### src/rtl/icache_2way_if.sv
// Fetch/refill bundle for icache_2way: fetch request/response plus the serial nibble refill stream.
// Optional ICACHE_STATS_EN adds hit/miss counters to the bundle.
interface icache_2way_if #(
  parameter int PA          = 22,
  parameter int RV          = 16,
  parameter int LINE_LENGTH = 8
);
  localparam int OFFW = $clog2(LINE_LENGTH);

  logic              req;
  logic [PA-1:1]     paddr;
  logic              invalidate;
  logic [3:0]        dread;
  logic              wstrobe_d;
  logic              hit;
  logic              pull;
  logic [PA-1:OFFW]  tag;
  logic [RV-1:0]     rdata;
`ifdef ICACHE_STATS_EN
  logic [15:0]       hit_count;
  logic [15:0]       miss_count;
`endif

  modport slave (
    input  req, paddr, invalidate, dread, wstrobe_d,
`ifdef ICACHE_STATS_EN
    output hit_count, miss_count,
`endif
    output hit, pull, tag, rdata
  );

  modport master (
    output req, paddr, invalidate, dread, wstrobe_d,
`ifdef ICACHE_STATS_EN
    input  hit_count, miss_count,
`endif
    input  hit, pull, tag, rdata
  );
endinterface

### src/rtl/icache_2way.sv
// 2-way set-associative I-cache, zero-latency lookup, LRU victim, serial nibble refill FSM.
// ICACHE_STATS_EN adds saturating hit/miss counters cleared by reset or invalidate.
module icache_2way #(
  parameter int LINE_LENGTH = 8,
  parameter int NSETS       = 4,
  parameter int RV          = 16,
  parameter int PA          = 22
) (
  input  logic          clk,
  input  logic          reset,
  icache_2way_if.slave  bus
);
  localparam int OFFW  = $clog2(LINE_LENGTH);
  localparam int IDXW  = $clog2(NSETS);
  localparam int WSELW = $clog2(RV/8);
  localparam int TAGW  = PA - OFFW - IDXW;
  localparam int LADW  = PA - OFFW;
  localparam int LBITS = LINE_LENGTH * 8;
  localparam int NNIB  = LINE_LENGTH * 2;
  localparam int CNTW  = $clog2(NNIB);

  localparam logic [1:0] S_IDLE = 2'd0;
  localparam logic [1:0] S_FILL = 2'd1;
  localparam logic [1:0] S_DONE = 2'd2;

  logic [LBITS-1:0] data_q  [NSETS][2];
  logic [TAGW-1:0]  tag_q   [NSETS][2];
  logic [1:0]       valid_q [NSETS];
  logic [NSETS-1:0] lru_q;

  logic [1:0]       state_q, state_d;
  logic [CNTW-1:0]  cnt_q;
  logic [LADW-1:0]  fline_q;
  logic             victim_q;
  logic             abort_q;

  logic [PA-1:0]    addr;
  logic [IDXW-1:0]  idx;
  logic [TAGW-1:0]  ptag;
  logic [OFFW-1:0]  wsel;
  logic [IDXW-1:0]  fidx;
  logic [TAGW-1:0]  ftag;
  logic             hit0, hit1, hit, hway, vict;
  logic             last, miss_start, fill_wr, fill_done;

  assign addr = {bus.paddr, 1'b0};
  assign idx  = addr[OFFW+IDXW-1:OFFW];
  assign ptag = addr[PA-1:OFFW+IDXW];
  assign wsel = addr[OFFW-1:0] >> WSELW;
  assign fidx = fline_q[IDXW-1:0];
  assign ftag = fline_q[LADW-1:IDXW];

  // Way 0 takes priority should both ways ever match.
  assign hit0 = valid_q[idx][0] && (tag_q[idx][0] == ptag);
  assign hit1 = valid_q[idx][1] && (tag_q[idx][1] == ptag);
  assign hway = ~hit0;
  assign hit  = bus.req && (state_q == S_IDLE) && (hit0 || hit1);
  assign vict = !valid_q[idx][0] ? 1'b0 : (!valid_q[idx][1] ? 1'b1 : lru_q[idx]);

  assign last       = (cnt_q == CNTW'(NNIB - 1));
  assign miss_start = (state_q == S_IDLE) && bus.req && !hit;
  assign fill_wr    = (state_q == S_FILL) && bus.wstrobe_d;
  assign fill_done  = fill_wr && last;

  assign bus.hit   = hit;
  assign bus.pull  = (state_q == S_FILL);
  assign bus.tag   = fline_q;
  assign bus.rdata = data_q[idx][hway][wsel*RV +: RV];

  always_comb begin
    state_d = state_q;
    case (state_q)
      S_IDLE:  if (miss_start) state_d = S_FILL;
      S_FILL:  if (fill_done)  state_d = S_DONE;
      default: state_d = S_IDLE;
    endcase
  end

  always_ff @(posedge clk or posedge reset) begin
    if (reset) begin
      state_q  <= S_IDLE;
      cnt_q    <= '0;
      fline_q  <= '0;
      victim_q <= 1'b0;
      abort_q  <= 1'b0;
    end else begin
      state_q <= state_d;
      case (state_q)
        S_IDLE: if (miss_start) begin
          fline_q  <= {ptag, idx};
          victim_q <= vict;
          cnt_q    <= '0;
        end
        S_FILL: begin
          if (bus.wstrobe_d)  cnt_q   <= cnt_q + 1'b1;
          if (bus.invalidate) abort_q <= 1'b1;
        end
        default: abort_q <= 1'b0;
      endcase
    end
  end

  // Invalidate outranks a completing fill, so a line finishing that cycle stays invalid.
  always_ff @(posedge clk or posedge reset) begin
    if (reset) begin
      for (int s = 0; s < NSETS; s++) valid_q[s] <= '0;
      lru_q <= '0;
    end else if (bus.invalidate) begin
      for (int s = 0; s < NSETS; s++) valid_q[s] <= '0;
      lru_q <= '0;
    end else begin
      if (hit) lru_q[idx] <= ~hway;
      if (fill_done) begin
        valid_q[fidx][victim_q] <= ~abort_q;
        lru_q[fidx]             <= ~victim_q;
      end
    end
  end

  always_ff @(posedge clk) begin
    if (fill_wr) begin
      data_q[fidx][victim_q][cnt_q*4 +: 4] <= bus.dread;
      if (last) tag_q[fidx][victim_q] <= ftag;
    end
  end

`ifdef ICACHE_STATS_EN
  logic [15:0] hit_cnt_q, miss_cnt_q;

  always_ff @(posedge clk or posedge reset) begin
    if (reset) begin
      hit_cnt_q  <= '0;
      miss_cnt_q <= '0;
    end else if (bus.invalidate) begin
      hit_cnt_q  <= '0;
      miss_cnt_q <= '0;
    end else begin
      if (hit && hit_cnt_q != 16'hFFFF)         hit_cnt_q  <= hit_cnt_q + 16'd1;
      if (miss_start && miss_cnt_q != 16'hFFFF) miss_cnt_q <= miss_cnt_q + 16'd1;
    end
  end

  assign bus.hit_count  = hit_cnt_q;
  assign bus.miss_count = miss_cnt_q;
`endif
endmodule

### src/flat_wrapper.sv
// flat-port wrapper written by rule: the top's interface ports become plain ports
module icache_2way_flat 
#(
  parameter int LINE_LENGTH = 8,
  parameter int NSETS       = 4,
  parameter int RV          = 16,
  parameter int PA          = 22
)
  (clk, reset, bus_req, bus_paddr, bus_invalidate, bus_dread, bus_wstrobe_d, bus_hit, bus_pull, bus_tag, bus_rdata);
  icache_2way_if #(.PA(PA), .RV(RV), .LINE_LENGTH(LINE_LENGTH)) bus_i ();
  input  logic clk;
  input  logic reset;
  input wire logic [$bits(bus_i.req)-1:0] bus_req;
  input wire logic [$bits(bus_i.paddr)-1:0] bus_paddr;
  input wire logic [$bits(bus_i.invalidate)-1:0] bus_invalidate;
  input wire logic [$bits(bus_i.dread)-1:0] bus_dread;
  input wire logic [$bits(bus_i.wstrobe_d)-1:0] bus_wstrobe_d;
  output wire logic [$bits(bus_i.hit)-1:0] bus_hit;
  output wire logic [$bits(bus_i.pull)-1:0] bus_pull;
  output wire logic [$bits(bus_i.tag)-1:0] bus_tag;
  output wire logic [$bits(bus_i.rdata)-1:0] bus_rdata;
  assign bus_i.req = bus_req;
  assign bus_i.paddr = bus_paddr;
  assign bus_i.invalidate = bus_invalidate;
  assign bus_i.dread = bus_dread;
  assign bus_i.wstrobe_d = bus_wstrobe_d;
  assign bus_hit = bus_i.hit;
  assign bus_pull = bus_i.pull;
  assign bus_tag = bus_i.tag;
  assign bus_rdata = bus_i.rdata;
  icache_2way #(.LINE_LENGTH(LINE_LENGTH), .NSETS(NSETS), .RV(RV), .PA(PA)) u_core (.clk(clk), .reset(reset), .bus(bus_i));
endmodule
### config.mk
export PLATFORM = sky130hd
export DESIGN_NAME = icache_2way_flat
export DESIGN_NICKNAME = d
export VERILOG_FILES = /design/src/rtl/icache_2way_if.sv /design/src/rtl/icache_2way.sv /design/src/flat_wrapper.sv
export SDC_FILE = /design/constraint.sdc
export NUM_CORES = 1
export LEC_CHECK = 0
export BUFFER_PORTS_ARGS = -buffer_cell sky130_fd_sc_hd__buf_2
export CORE_ASPECT_RATIO = 0.6
export CORE_MARGIN = 10
export CORE_UTILIZATION = 52
export DETAILED_ROUTE_END_ITERATION = 6
export GPL_TIMING_DRIVEN = 0
export PLACE_DENSITY = 0.68
export SLEW_MARGIN = 20
export SYNTH_ARGS = -nofsm -noshare
export SYNTH_HDL_FRONTEND = slang
export SYNTH_SLANG_ARGS = --single-unit
### constraint.sdc
create_clock -name clk -period 4.5 [get_ports clk]
set_clock_uncertainty 0.05 [all_clocks]
set_input_delay 0.45 -clock clk [delete_from_list [all_inputs] [get_ports clk]]
set_output_delay 0.45 -clock clk [all_outputs]
set_load 0.01 [all_outputs]
==> impl_metrics.py <==
metrics = {
    "clocking": {
        "cts_tree": "yes",
        "path_clk_slew_ns": 0.07,
        "cts.sink_count": 687,
        "tritoncts.num_buffers": 60,
        "clockBufferDepth": 3,
        "cts_htree_levels": 2,
        "worst_skew_pair.late_latency_ns": 0.61,
        "clk_root_buffer_cell": "sky130_fd_sc_hd__clkbuf_16",
    },
    "drt": {
        "first_iter_violations": 2222,
        "vias_per_cell": 6.46,
        "dr_total_vias": 15285,
        "aggregate_routed_wire_length_um": 72500,
        "drt-pass1-iter-count": 5,
        "detail_route.drc_violations": 0,
        "post_drt_wl_per_cell_um": 30.7,
        "drt.antenna.violating_nets": 0,
    },
    "placed_design": {
        "portBuffers": 62,
        "globalplace.congestion": 0.880,
        "placed_cells_incl_taps": 2254,
        "dpl.hpwl_um": 51600,
        "preCtsSetupSlack_ns": -0.456,
    },
    "die": {
        "design.core.area_mm2": 0.0529,
        "design.die.area_mm2": 0.0638,
        "start_util_pct": 53.0,
        "ios": 67,
        "placement_rows": 65,
        "dieWidth_um": 320,
        "die_h_um": 200,
    },
    "power": {
        "power.net_switching_mw": 4.44,
        "vdd_drop_max_uv": 519,
        "internal_pwr_total_mw": 11.0,
        "power.share.combinational_pct": 16.5,
        "power.switching_fraction_pct": 28.7,
        "pwr-share-seq_pct": 50.2,
        "leakagePower_nw": 10.0,
        "power.density_cell_area_mw_per_mm2": 492,
        "pwr-share-clk_pct": 33.3,
    },
    "yosys": {
        "synthesis.yosys.warnings": 0,
        "syn-num-nets": 1513,
        "post_synth_edffs": 648,
        "seq_area_frac_synth_pct": 73.0,
        "synth.distinct_cells": 52,
        "postSynthAreaPerCell_um2": 18.9,
        "synth_ff_type": "sky130_fd_sc_hd__edfxtp_1",
        "async_flop_share_pct": 5.68,
        "synth_cells": 1480,
        "post_synth_instance_area_mm2": 0.0280,
        "synth_seq_cells": 687,
    },
    "critical_path": {
        "crit_path_max_fanout": 10,
        "timing.setup.critical_path_class": "input port to output pin",
        "critPathRequiredTime_ns": 4.00,
        "critPathCaptureType": "output pin",
        "setup.worst_path.start_class": "input port",
        "cp_data_arrival_time_ns": 3.88,
    },
    "layout": {
        "num-nets-final": 1648,
        "postLayoutCoreUtil_pct": 59.4,
        "stdcell_count": 2366,
        "flow.area_growth_from_synthesis_pct": 12.2,
        "fraction_of_final_layout_cells_with_drive_strength_greater_than_1_pct": 26.1,
    },
    "sta": {
        "layout_worst_path_cycle_share_pct": 97.3,
        "final-hold-violation-count": 0,
        "final_period_minus_worst_setup_slack_ns": 4.38,
        "grt_setup_unrepaired": "true",
        "timing_worst_slew_pin_value_ns": 1.19,
        "setup_total_negative_slack_ns": 0,
        "setup_viol": 0,
        "setup_slack_ns": 0.119,
        "max_clock_freq_mhz": 228,
        "slew-limit-headroom_pct": 20.8,
        "number_of_pins_exceeding_their_max_slew_limit_in_the_final_report": 0,
    },
    "run": {
        "max_cap_viol_count": 0,
    },
    "grt": {
        "grt.busiest_layer": "met1",
        "antenna_found_initial": 0,
        "grt_met2_usage_pct": 30.9,
        "grt_use_met1_pct": 34.5,
        "grt_remaining_overflow": 0,
        "grt_first_pass_wirelength_um": 104000,
        "globalRouteMet3Util_pct": 7.78,
        "pin_count_of_the_biggest_net_entering_global_routing": 24,
        "grtUsageTotal_pct": 22.7,
        "via_count_of_the_first_global_routing_pass": 14908,
    },
    "run_status": {
        "run_status": "completed",
    },
    "min_path": {
        "hold_class": "input port to flop",
    },
}
[critical path, cell delays in order]
cell and delay, ns:
sky130_fd_sc_hd__buf_6 0.14, sky130_fd_sc_hd__buf_12 0.17, sky130_fd_sc_hd__buf_4 0.28, sky130_fd_sc_hd__clkbuf_1 0.42
sky130_fd_sc_hd__clkbuf_1 0.39, sky130_fd_sc_hd__buf_2 0.52, sky130_fd_sc_hd__mux4_2 0.62, sky130_fd_sc_hd__mux4_2 0.48
sky130_fd_sc_hd__nand2_1 0.08, sky130_fd_sc_hd__nand2_1 0.13, sky130_fd_sc_hd__buf_2 0.18
[synthesized netlist by cell type, types with 9 or more instances]
master                       n  area [um2]
sky130_fd_sc_hd__a211oi_1    9        67.6
sky130_fd_sc_hd__edfxtp_1  648       19500
sky130_fd_sc_hd__mux2_4     18         270
sky130_fd_sc_hd__dfrtp_1    39         976
sky130_fd_sc_hd__xnor2_1    31         272
sky130_fd_sc_hd__and3_1     16         100
sky130_fd_sc_hd__nor3_1     11        55.1
sky130_fd_sc_hd__mux4_2    187        4210
sky130_fd_sc_hd__buf_2      18        90.1
sky130_fd_sc_hd__nor2_1    211         792
sky130_fd_sc_hd__nand3_1    11        55.1
sky130_fd_sc_hd__nand4_1    17         106
sky130_fd_sc_hd__buf_1      12        45.0
sky130_fd_sc_hd__clkbuf_1   47         176
sky130_fd_sc_hd__nand2_1   106         398
[flip-flops by register name (all words and copies together), names as in the netlist]
register	flops
u_core.abort_q	1
u_core.bus.tag	19
u_core.cnt_q	4
u_core.data_q	512
u_core.lru_q	4
u_core.state_q	2
u_core.tag_q	136
u_core.valid_q	8
u_core.victim_q	1
[power by group through the flow]
stage               sequential (mW)  clock, mW  combinational (mW)
finish                         7.76       5.14                2.55
detailed placement             7.89          0                2.46
CTS                            7.76       5.17                2.47
floorplan                      7.85          0                1.34
global route                   7.79       5.43                2.65
global placement               7.87          0                2.40
[layer usage]
layer	vias to the layer above	share of wire, %	wire length (um)
li1	6157	-	-
met1	8045	43	31100
met2	955	41	30000
met3	124	13	9550
met4	4	2.4	1770
met5	-	0.22	160
[logic make-up after synthesis]
kind of cell	synth area share [%]
XOR/XNOR	1.13
buffers and inverters	1.57
AO/OA/AOI/OAI	0.889
multiplexers	17.1
adder cells (fa/ha/maj)	0.134
AND/OR/NAND/NOR	6.22
flip-flops	73.0
[through the flow]
step                      instance area, um2  total power, mW  hold slack, ns
after floorplan                        28000             9.19           0.390
after global placement                 29200             10.3           0.416
after detailed placement               29400             10.4           0.425
after CTS                              31400             15.4         0.00474
after global routing                   31400             15.9          0.0235
final                                  31400             15.4          0.0213
[path summary, 6_finish.rpt]
path,startpoint,to,slack (ns),cells after the start
worst max-delay path,bus_paddr[2],bus_rdata[6],0.12,11
worst min-delay path,bus_invalidate,u_core.lru_q[1],0.02,2
worst max register to register,u_core.cnt_q[0],u_core.data_q[1][28],0.73,9
worst min register to register,u_core.state_q[1],u_core.abort_q,0.44,1
max in group asynchronous,reset,u_core.cnt_q[1],3.52,4
min in group asynchronous,reset,u_core.bus.tag[20],0.36,3
[layout by cell type (no fill, tap or decap), drive strengths merged, types with 3 or more instances in the layout]
cell type	count
nand2	106
nand2b	6
a311oi	3
edfxtp	648
nor3	12
dfrtp	39
mux4	194
xnor2	31
mux2i	8
ha	3
a211oi	9
clkbuf	123
clkinvlp	5
nor2	211
inv	10
clkinv	27
nand3	11
bufinv	5
xor2	5
nand4	17
nor2b	8
clkdlybuf4s15	6
a21oi	4
buf	97
and2	8
mux2	21
and3	16
[timing repair]
action / in CTS / in global routing
setup buffers: 1 / 0
resized for setup: 18 / 7
hold buffers: 1 / 0
hold endpoints to repair: 16 / 0
pin swaps: 1 / 0
setup endpoints to repair: 16 / 16
[area by class of cell]
type,instances,area [um2]
clock inverters,39,345
well taps,703,880
repair buffers,73,463
plain buffers,84,482
flip-flops and latches,687,20400
diodes,1,2.50
multi-input cells,701,7190
fillers,3780,21500
inverters,8,30.0
clock buffers,70,1590
Note: power is estimated with default switching activity, not from simulation.
